$ cat config.mk
export PLATFORM = sky130hd
export DESIGN_NAME = fir_coeff_loader
export DESIGN_NICKNAME = d
export VERILOG_FILES = /design/src/rtl/fir_coeff_loader.sv
export SDC_FILE = /design/constraint.sdc
export NUM_CORES = 2
export LEC_CHECK = 0
export CAP_MARGIN = 20
export CORE_UTILIZATION = 58
export DETAILED_ROUTE_END_ITERATION = 6
export PLACE_DENSITY_LB_ADDON = 0.12
export SLEW_MARGIN = 20
export SYNTH_ARGS = -nofsm -noshare
export SYNTH_HDL_FRONTEND = slang
export SYNTH_SLANG_ARGS = --single-unit
$ cat constraint.sdc
create_clock -name clk -period 27.7 [get_ports clk]
set_input_delay 2.77 -clock clk [delete_from_list [all_inputs] [get_ports clk]]
set_output_delay 2.77 -clock clk [all_outputs]
set_load 0.01 [all_outputs]
$ cat src/rtl/fir_coeff_loader.sv
// Coefficient loader for the transposed-form FIR: collects one framed set of
// NUMTAPS words in a shadow bank and commits it to the active bank in one edge.
module fir_coeff_loader #(
  parameter int NUMTAPS = 32,
  parameter int COEFF_W = 16
) (
  input  logic                            clk,
  input  logic                            rst,
  input  logic                            wr_valid,
  output logic                            wr_ready,
  input  logic [COEFF_W-1:0]              wr_data,
  input  logic                            wr_last,
  output logic [NUMTAPS-1:0][COEFF_W-1:0] coefficients,
  output logic                            coeff_update,
  output logic                            load_err,
  output logic                            busy
);

  localparam int IDX_W = (NUMTAPS > 1) ? $clog2(NUMTAPS) : 1;
  localparam logic [IDX_W-1:0]   LAST_IDX = IDX_W'(NUMTAPS - 1);
  localparam logic [COEFF_W-1:0] UNITY    = {1'b0, {(COEFF_W-1){1'b1}}};

  typedef enum logic [1:0] {IDLE, LOAD, COMMIT, DRAIN} state_t;

  state_t                            state;
  logic [IDX_W-1:0]                  idx;
  logic [NUMTAPS-1:0][COEFF_W-1:0]   shadow;
  logic                              hs;

  assign wr_ready = (state != COMMIT);
  assign busy     = (state != IDLE);
  assign hs       = wr_valid && wr_ready;

  // Shadow bank is only read during COMMIT, so it needs no reset.
  always_ff @(posedge clk) begin
    if (hs && (state == IDLE || state == LOAD))
      shadow[idx] <= wr_data;
  end

  always_ff @(posedge clk or posedge rst) begin
    if (rst) begin
      state           <= IDLE;
      idx             <= '0;
      coeff_update    <= 1'b0;
      load_err        <= 1'b0;
      coefficients    <= '0;
      coefficients[0] <= UNITY;
    end else begin
      coeff_update <= 1'b0;
      load_err     <= 1'b0;
      case (state)
        // IDLE is simply LOAD at idx 0, so both share the framing decision.
        IDLE, LOAD: begin
          if (hs) begin
            if (idx == LAST_IDX) begin
              state <= wr_last ? COMMIT : DRAIN;
            end else if (wr_last) begin
              load_err <= 1'b1;
              idx      <= '0;
              state    <= IDLE;
            end else begin
              idx   <= idx + IDX_W'(1);
              state <= LOAD;
            end
          end
        end
        COMMIT: begin
          coefficients <= shadow;
          coeff_update <= 1'b1;
          idx          <= '0;
          state        <= IDLE;
        end
        DRAIN: begin
          if (hs && wr_last) begin
            load_err <= 1'b1;
            idx      <= '0;
            state    <= IDLE;
          end
        end
        default: state <= IDLE;
      endcase
    end
  end

endmodule

# After elaboration in Yosys (flattened, before gate mapping)
# Index checks and enable logic that the tools add are counted.
# word_totals
regBits	1033
latch_bits	0
ram_bits	0
rom_bits	0
wordCells	109
memories	0
# classes
n_addsub	1
mul	0
n_div	0
n_lt_le_gt_ge	2
eq_ne	8
shifts	0
muxes	20
bitwise_logic	0
reduce_logical	10
# op_table
cell	count
bitwise mux 512 bit	1
demux 16 bit (select 5 bit)	1
two-way mux 5 bit	4
two-way mux 16 bit	1
case mux 5 bit (3 select lines)	1
inequality test 2 bit (second input constant)	4
two-way mux 1 bit	7
< comparator 5 x 6 -> 1 bit (second input constant)	1
two-way mux 2 bit	3
case mux 2 bit (3 select lines)	1
adder 5 x 1 -> 5 bit (second input constant)	1
equality test 5 bit (second input constant)	1
greater-or-equal comparator 5 x 1 -> 1 bit (second input constant)	1
equality test 2 bit (second input constant)	2
logical AND 1 bit	4
AND reduction 3 bit	1
equality test 2 x 1 -> 1 bit (second input constant)	1
logical NOT 2 bit	1
case mux 1 bit (2 select lines)	1
AND reduction 2 bit	1
nonzero test 2 bit	1
OR reduction 2 bit	1
logical OR 1 bit	1

# Logic depth before layout (Yosys ltp)
# depth
depth_word	5
ltp_mapped	8

# Least setup slack after synthesis
# No wires, ideal clock.
# synth_path
kind	input -> register
start	input port wr_valid
end	register shadow[100] (netlist bit), enable pin
setup_ns	0.388
arrival_ns	3.950
required_ns	27.312
slack_ns	23.362
stages	3
cell_sequence	nor2b_1 > nand2_1 > nor2_1
# synth_via
elab_chain_cells	2
# synth_rtl
element	line	text
start: declaration	9	input logic wr_valid,
logical AND 1 bit	32	assign hs = wr_valid && wr_ready;
logical AND 1 bit	36	if (hs && (state == IDLE || state == LOAD))
end signal: indexed assignment	37	shadow[idx] <= wr_data;
end: declaration	27	logic [NUMTAPS-1:0][COEFF_W-1:0] shadow;
# Every way passes these cells.
# A chain may end at the register's enable or synchronous reset.

# Worst setup path in the final report
# layout_path
start	register state[1]
end	output port wr_ready
# layout_via
elab_chain_cells	1
# layout_rtl
element	line	text
start: declaration	25	state_t state;
start signal: assignment	56	state <= wr_last ? COMMIT : DRAIN;
inequality test 2 bit	30	assign wr_ready = (state != COMMIT);
end: declaration	10	output logic wr_ready,
# Every way passes these cells.

==> impl_metrics.tcl <==
set metrics [dict create \
    place.gp.congestion 0.8224 \
    detail_route.wl_per_cell_um 22.80 \
    port_buffers 535 \
    dr.pass1.iters 5 \
    timing.critical_path.slowest_cell_delay_ns 0.81 \
    synth_nets 2793 \
    route.detailed.drc 0 \
    yosys_warnings 0 \
    grt_antenna_before_repair 4 \
    syn_std_cell_area_mm2 0.03531 \
    power_per_cell_area_mw_per_mm2 115.6 \
    portion_of_synthesized_cell_area_occupied_by_the_leading_cell_type_pct 43.54 \
    worst_path_max_delay_cell "sky130_fd_sc_hd__clkdlybuf4s50_1" \
    totalNegativeSetupSlack_ns 0 \
    initial_core_util_pct 58.61 \
    status "finished clean" \
    design_power_total_w 0.005160 \
    rsz0062_at_grt "no" \
    critical_path.cell_chain "nand2b_4 > clkdlybuf4s50_1" \
    post_synthesis_mean_instance_area_um2 12.76 \
    cts-htree-levels 3 \
    synth.ff_latch_count 1033 \
    worst_clock_skew_ns 0.01967 \
    drt_first_iter_violations 2471 \
    dominant_cell_type_by_area_after_synthesis "sky130_fd_sc_hd__edfxtp_1" \
    numCtsBuffers 97 \
    hp-class "reg -> reg" \
    dieHeight_um 248.7 \
    core_region_area_mm2 0.06025 \
    fin_nets 3347 \
    required_time_at_the_endpoint_of_the_critical_path_ns 24.93 \
    critical_path.reg2reg.endpoint "coefficients[112]" \
    cts_repair_resize_count 0 \
    clk_pin_slew_ns 0.06 \
    setup.worst_path.start_class "register" \
    critical_path.endpoint_type "output pin" \
    area_growth_pct 26.41 \
    gr-total-overflow 0 \
    min_cycle_time_layout_ns 5.272 \
    p_int_w 0.003557 \
    net-switching-power_w 0.001603 \
    track_usage_pct 31.34 \
    clock_tree.root_cell "sky130_fd_sc_hd__clkbuf_16" \
    max_freq_mhz 189.7 \
    netlist_top_cells_area "sky130_fd_sc_hd__edfxtp_1 44%, sky130_fd_sc_hd__dfrtp_1 36%, sky130_fd_sc_hd__nand2_1 16%" \
    cell_area_after_placement_mm2 0.04127 \
    maxSlewViolCount 0 \
    timing.setup.critical_path_class "reg -> out" \
    final_hold_viol_count 0 \
    slew_headroom_pct 21.17 \
    post-route-cell-area_mm2 0.04464 \
    static-leakage-power_nw 19.42 \
    maximum_capacitance_violations 0 \
    comb_power_share_pct 28.3 \
    ir_drop_worst_vdd_v 0.00008339 \
    report.final.setup_viol 0 \
    fillers 3759 \
    clock_tree_from_tritoncts "built" \
    crit_family "buffers and inverters" \
    post_route_clock_period_utilization_pct 19.03 \
    total_area_of_sequential_cells_mm2 0.02843 \
    proportion_of_power_drawn_by_the_clock_network_pct 26.8 \
    die-area_mm2 0.06187 \
    synth-seq-area-share_pct 80.52 \
    hold_path_depth 2 \
    route.vias.total 22720 \
    tightestPinTransition_ns 1.183 \
    seqPwrFrac_pct 44.9 \
    placement_rows 90 \
    critical_path.max_fanout 51 \
    clk_latency_ns 0.65 \
    maximum_count_of_clock_buffers_along_a_single_path 3 \
    synthCells 2768 \
    cts.sink_count 1033 \
    hold_path_end "coefficients[188]" \
    synthDistinctLibCells 31 \
    worstReg2RegStart "state[1]" \
    worstPathBufferInverterCount 1 \
    cts_post_setup_buffers_inserted 0 \
    fp.dieW_um 248.7 \
    layout-drive-gt1-share_pct 6.992 \
    min_from "shadow[188]" \
    first_global_vias 22800 \
    dpl.hpwl_mm 55.18 \
    maximum_number_of_pins_on_one_net_before_global_route_repair 232 \
    wire_length_of_the_first_global_routing_pass_mm 141.5 \
    multi_input_area_mm2 0.006238 \
    power_switching_share_pct 31.07 \
    io_pins 536 \
    drt-total-wl_mm 95.45 \
    worstRegToRegCells 5 \
    detail-route-antenna-nets 0 \
    rrSetupSlack_ns 24.23 \
    via_per_inst 5.427 \
    postCtsHoldBufs 0 \
    cp_data_arrival_time_ns 2.50 \
]
## layout make-up
| class | instances | share of cell area (%) |
|---|---|---|
| sequential | 1033 | 63.70 |
| multi-input combinational | 1613 | 13.98 |
| timing repair buffer | 571 | 12.56 |
| clock buffer | 126 | 6.074 |
| tap | 782 | 2.192 |
| clock inverter | 55 | 1.407 |
| inverter | 6 | 0.08409 |
| antenna | 1 | 0.005606 |
## worst reg2reg max path, cell delays in order, from the launching register on
cell	delay, ns
sky130_fd_sc_hd__dfrtp_1	0.54
sky130_fd_sc_hd__nand2b_4	0.42
sky130_fd_sc_hd__inv_8	0.77
sky130_fd_sc_hd__buf_4	1.24
sky130_fd_sc_hd__nand2_1	0.33
sky130_fd_sc_hd__nand2_1	0.11
## logic make-up after synthesis
kind of cell,after synthesis,synth area share [%]
compound gates,10,0.2161
buf+inv,122,1.949
flops,1033,80.52
simple gates,1598,17.14
fa+ha+maj,5,0.1772
## layout by cell type (no fill, tap or decap), types with 14 or more instances in the layout
cell type | netlist | final
sky130_fd_sc_hd__clkinv_1 | 0 | 17
sky130_fd_sc_hd__dfrtp_1 | 506 | 506
sky130_fd_sc_hd__nand2_1 | 1544 | 1544
sky130_fd_sc_hd__nor2_1 | 36 | 19
sky130_fd_sc_hd__buf_4 | 27 | 32
sky130_fd_sc_hd__edfxtp_1 | 512 | 512
sky130_fd_sc_hd__buf_2 | 85 | 14
sky130_fd_sc_hd__clkinv_2 | 0 | 17
sky130_fd_sc_hd__dfstp_2 | 15 | 15
sky130_fd_sc_hd__nor2_2 | 0 | 17
sky130_fd_sc_hd__clkdlybuf4s50_1 | 0 | 519
sky130_fd_sc_hd__bufinv_16 | 0 | 14
sky130_fd_sc_hd__clkbuf_1 | 1 | 16
sky130_fd_sc_hd__clkbuf_16 | 0 | 101
## state kept, by name, indices dropped and copies added, names as in the netlist
name          flops
idx               5
coefficients    512
coeff_update      1
shadow          512
state             2
load_err          1
## worst max-delay path by stage
stage | start | end | depth (start not counted)
floorplan | rst | coeff_update | 1
global placement | wr_valid | shadow[128] | 4
detailed placement | wr_valid | shadow[384] | 4
CTS | state[1] | wr_ready | 2
global route | state[1] | wr_ready | 2
finish | state[1] | wr_ready | 2
## through the flow
| step | utilization [%] | worst slack, ns | hold WS [ns] | cells |
|---|---|---|---|---|
| 2_1_floorplan | - | 10.40 | 0.4146 | 2768 |
| 3_3_place_gp | 68.45 | 21.89 | 0.4172 | 4004 |
| 3_5_place_dp | 68.50 | 21.78 | 0.4208 | 4005 |
| 4_1_cts | 74.04 | 22.38 | 0.4293 | 4186 |
| 5_1_grt | 74.09 | 22.31 | 0.4477 | 4186 |
| 6_report | 74.09 | 22.43 | 0.4264 | 4187 |
## routing by layer
| layer | vias up | global-route usage [%] | share of wire (%) |
|---|---|---|---|
| li1 | 10000 | - | - |
| met1 | 11310 | 42.37 | 39 |
| met2 | 1197 | 49.97 | 48 |
| met3 | 210 | 7.126 | 8.9 |
| met4 | 4 | 12.65 | 3.9 |
| met5 | - | 0 | 0.034 |
## cells in the mapped netlist
master                     count
sky130_fd_sc_hd__o21a_1        2
sky130_fd_sc_hd__ha_1          5
sky130_fd_sc_hd__buf_4        27
sky130_fd_sc_hd__nor3_1        1
sky130_fd_sc_hd__nor2b_1       1
sky130_fd_sc_hd__a21oi_1       1
sky130_fd_sc_hd__o21ai_0       1
sky130_fd_sc_hd__inv_1         4
sky130_fd_sc_hd__edfxtp_1    512
sky130_fd_sc_hd__and4b_1       1
sky130_fd_sc_hd__nand2b_2      1
sky130_fd_sc_hd__or2_2         1
sky130_fd_sc_hd__inv_2         2
sky130_fd_sc_hd__nor4b_2       1
sky130_fd_sc_hd__and3_1        1
sky130_fd_sc_hd__nand2_1    1544
sky130_fd_sc_hd__nor3b_1       1
sky130_fd_sc_hd__buf_2        85
sky130_fd_sc_hd__dfstp_2      15
sky130_fd_sc_hd__buf_6         3
sky130_fd_sc_hd__or3_1         2
sky130_fd_sc_hd__nor2_1       36
sky130_fd_sc_hd__nand3_1       6
sky130_fd_sc_hd__o31ai_1       2
sky130_fd_sc_hd__o311ai_0      1
sky130_fd_sc_hd__clkbuf_1      1
sky130_fd_sc_hd__a32o_1        2
sky130_fd_sc_hd__dfrtp_1     506
sky130_fd_sc_hd__a22oi_1       1
sky130_fd_sc_hd__or4_1         1
sky130_fd_sc_hd__and2_1        1
## power by group through the flow
stage	Clock (W)	Sequential [W]	Combinational, W
global placement	0	0.00233	0.00142
floorplan	0	0.00237	0.000417
finish	0.00138	0.00232	0.00146
detailed placement	0	0.00233	0.00146
CTS	0.00139	0.00231	0.00147
global route	0.00146	0.00234	0.00158
Power figures use the tool's default switching activity.
==> RTL change (same flow settings) <==
The parameter `COEFF_W` goes from 16 to 14.
--- a/src/rtl/fir_coeff_loader.sv
+++ b/src/rtl/fir_coeff_loader.sv
@@ -3,5 +3,5 @@
 module fir_coeff_loader #(
   parameter int NUMTAPS = 32,
-  parameter int COEFF_W = 16
+  parameter int COEFF_W = 14
 ) (
   input  logic                            clk,
Ports: changed (resized coefficients and wr_data); port bits go from 536 to 470. The function was not compared with the original's and may differ.
==> RTL change against the original RTL <==
  * The run now ends with design-rule violations left
  * First-iteration DRC count shrank 24%
  * Area after synthesis fell by 12%
  * Setup slack improved by 0.12 ns
  * Design area fell by 13%
  * Clock power shrank 17%
  * Clock skew down 0.0012 ns
  * Sequential power decreased by 13%
  * Wire length fell by 15%
  * Critical path type unchanged
  * Combinational power down 13%
  * Power down 14%
  * Maximum frequency grew 2.3%
  * Global-route usage down 1.0 points
  * Sequential cell count shrank 128
==> RTL change: results (changes against the original RTL) <==
Result of the run: finished with violations (was completed). The final reports fail on design-rule violations. The arrival time reported for the critical path endpoint was 2.38 ns (was 2.50 ns). The highest fanout seen on the critical path is 49 (was 51). The total global-route track usage came out at 30.3% (was 31.3%). Synth top cells by count: nand2_1 (1353), edfxtp_1 (448), dfrtp_1 (444) (was nand2_1 (1544), edfxtp_1 (512), dfrtp_1 (506)). Leading cell types by total area after synthesis: edfxtp_1 (43%), dfrtp_1 (36%), nand2_1 (16%) (was edfxtp_1 (44%), dfrtp_1 (36%), nand2_1 (16%)).

The length of the first detailed-routing pass in iterations came out at 7 (was 5). The net count after synthesis is 2457 (was 2793). The via count of the first global-routing pass came out at 19543 (was 22804).

The post-detailed-routing wire length came to 81.5 mm (was 95.5 mm). The number of flops mapped to enable cells by yosys came to 448 (was 512). The maximum number of pins on one net before global-route repair is 156 (was 232). The number of buffers created by CTS is 85 (was 97). The count of port buffers added during placement is 469 (was 535). The count of fill cells added during filler insertion is 3392 (was 3759). The routability-driven placement congestion ratio came out at 0.810 (was 0.822). The peak ir drop on the vdd network came out at 0.0000818 V (was 0.0000834 V). The clock edge transition at the registers on the reported setup and hold paths was 0.06 ns (about the same). The met1 wire length came out at 32.2 mm (was 37.1 mm). The kind of path behind the tightest hold check is reg2reg (unchanged). The detailed placer's ending HPWL is 47.4 mm (was 55.2 mm). The distinct cell type count after synthesis is 32 (was 31). The post-synthesis to final-layout area growth is 25.2% (was 26.4%). Largest registers in the final layout: coefficients (448), shadow (448), idx (5) (was coefficients (512), shadow (512), idx (5)).

The worst-margin pin slew is 1.22 ns (was 1.18 ns). The initial DRC count came to 1872 (was 2471). The placed instance area was 0.0361 mm^2 (was 0.0413 mm^2).

The clock insertion delay at the later pin of the skew report came out at 0.63 ns (was 0.65 ns). The number of gates resized after cts is 0 (unchanged). The met3 track demand over resource is 5.55% (was 7.13%).

The switching power summed over all nets is 0.00138 W (was 0.00160 W). The highest cell delay on the worst timing path is 0.67 ns (was 0.81 ns). The met3 routed wirelength came out at 7.03 mm (was 8.47 mm). The first-pass GRT wire length came to 120 mm (was 141 mm). The cell with the largest stage delay on the worst path is clkdlybuf4s50_1 (unchanged).

The fraction of met1 tracks used by global routing is 43.0% (was 42.4%). The number of nets at the end of the flow came out at 2933 (was 3347). The detailed route wirelength on metal2 was 40.2 mm (was 46.1 mm).

The fraction of registers with async set or reset after synthesis was 50.5% (was 50.4%). The fraction of final layout cells with drive strength greater than 1 came out at 6.71% (was 6.99%). The ratio of routed vias to standard cells was 5.41 (was 5.43).

The setup skew after layout came out at 0.0185 ns (was 0.0197 ns). The H-tree level count is 3 (unchanged). The net switching share of the total power came out at 31.1% (about the same). The clock group total power is 0.00114 W (was 0.00138 W). The global-route track usage on met2 came to 48.1% (was 50.0%). The combinational logic power is 0.00127 W (was 0.00146 W). The worst min-delay path startpoint is shadow[396]$_DFFE_PP_ (was shadow[188]$_DFFE_PP_). The initial antenna violation count came out at 3 (was 4).

The leakage power figure is 16.9 nW (was 19.4 nW). The DRC violations left came out at 162 (was 0). The sequential element share of the synthesized area came to 80.2% (was 80.5%).
[RTL change: cell count changes after synthesis, sizes merged]
cell	unedited run	this run
nand2	1544	1353
edfxtp	512	448
dfrtp	506	444
buf	115	99
nand3b	0	4
clkbuf	1	3
dfstp	15	13
nand3	6	4
or3	2	0
inv	6	5
o21ai	1	2
o31ai	2	1
[RTL change: final cells by class]
| type | instances | share of cell area, % |
|---|---|---|
| timing repair buffer | 491 | 12.4 |
| clock buffer | 128 | 6.28 |
| inverter | 5 | 0.0869 |
| antenna | 2 | 0.0129 |
| multi-input combinational | 1422 | 14.3 |
| sequential | 905 | 64.1 |
| tap | 688 | 2.21 |
| clock inverter | 29 | 0.676 |
[RTL change: per-stage QoR]
stage	setup WS, ns	cells
after floorplan	12.21	2434
after detailed placement	21.97	3507
final	22.55	3670
after CTS	22.53	3664
after global placement	22.08	3507
after global routing	22.46	3668
[RTL change: worst paths after layout]
kind                                                       to  cells past startpoint  slack, ns
worst max-delay path                                 wr_ready                      2      22.55
worst min-delay path            coefficients[396]$_DFFE_PP0P_                      2       0.44
worst max register to register   coefficients[74]$_DFFE_PP0P_                      6      23.30
worst min register to register  coefficients[396]$_DFFE_PP0P_                      2       0.44
max in group asynchronous       coefficients[195]$_DFFE_PP0P_                      4      22.96
min in group asynchronous        coefficients[18]$_DFFE_PP0P_                      2       2.67
[RTL change: kinds of logic (layout without fill, tap and decap cells)]
family	after synthesis	in the layout	synth area share, %
AO/OA/AOI/OAI	10	10	0.238
adder cells (fa/ha/maj)	5	5	0.201
buffers and inverters	107	653	2.15
flip-flops	905	905	80.2
other	0	2	0
AND/OR/NAND/NOR	1407	1407	17.2
[RTL change: worst max-delay path, delay by kind of cell (launching register included)]
kind	cells	cell delay, ns
buffers and inverters	1	0.67
DFF	1	0.50
and+or+nand+nor	1	0.55
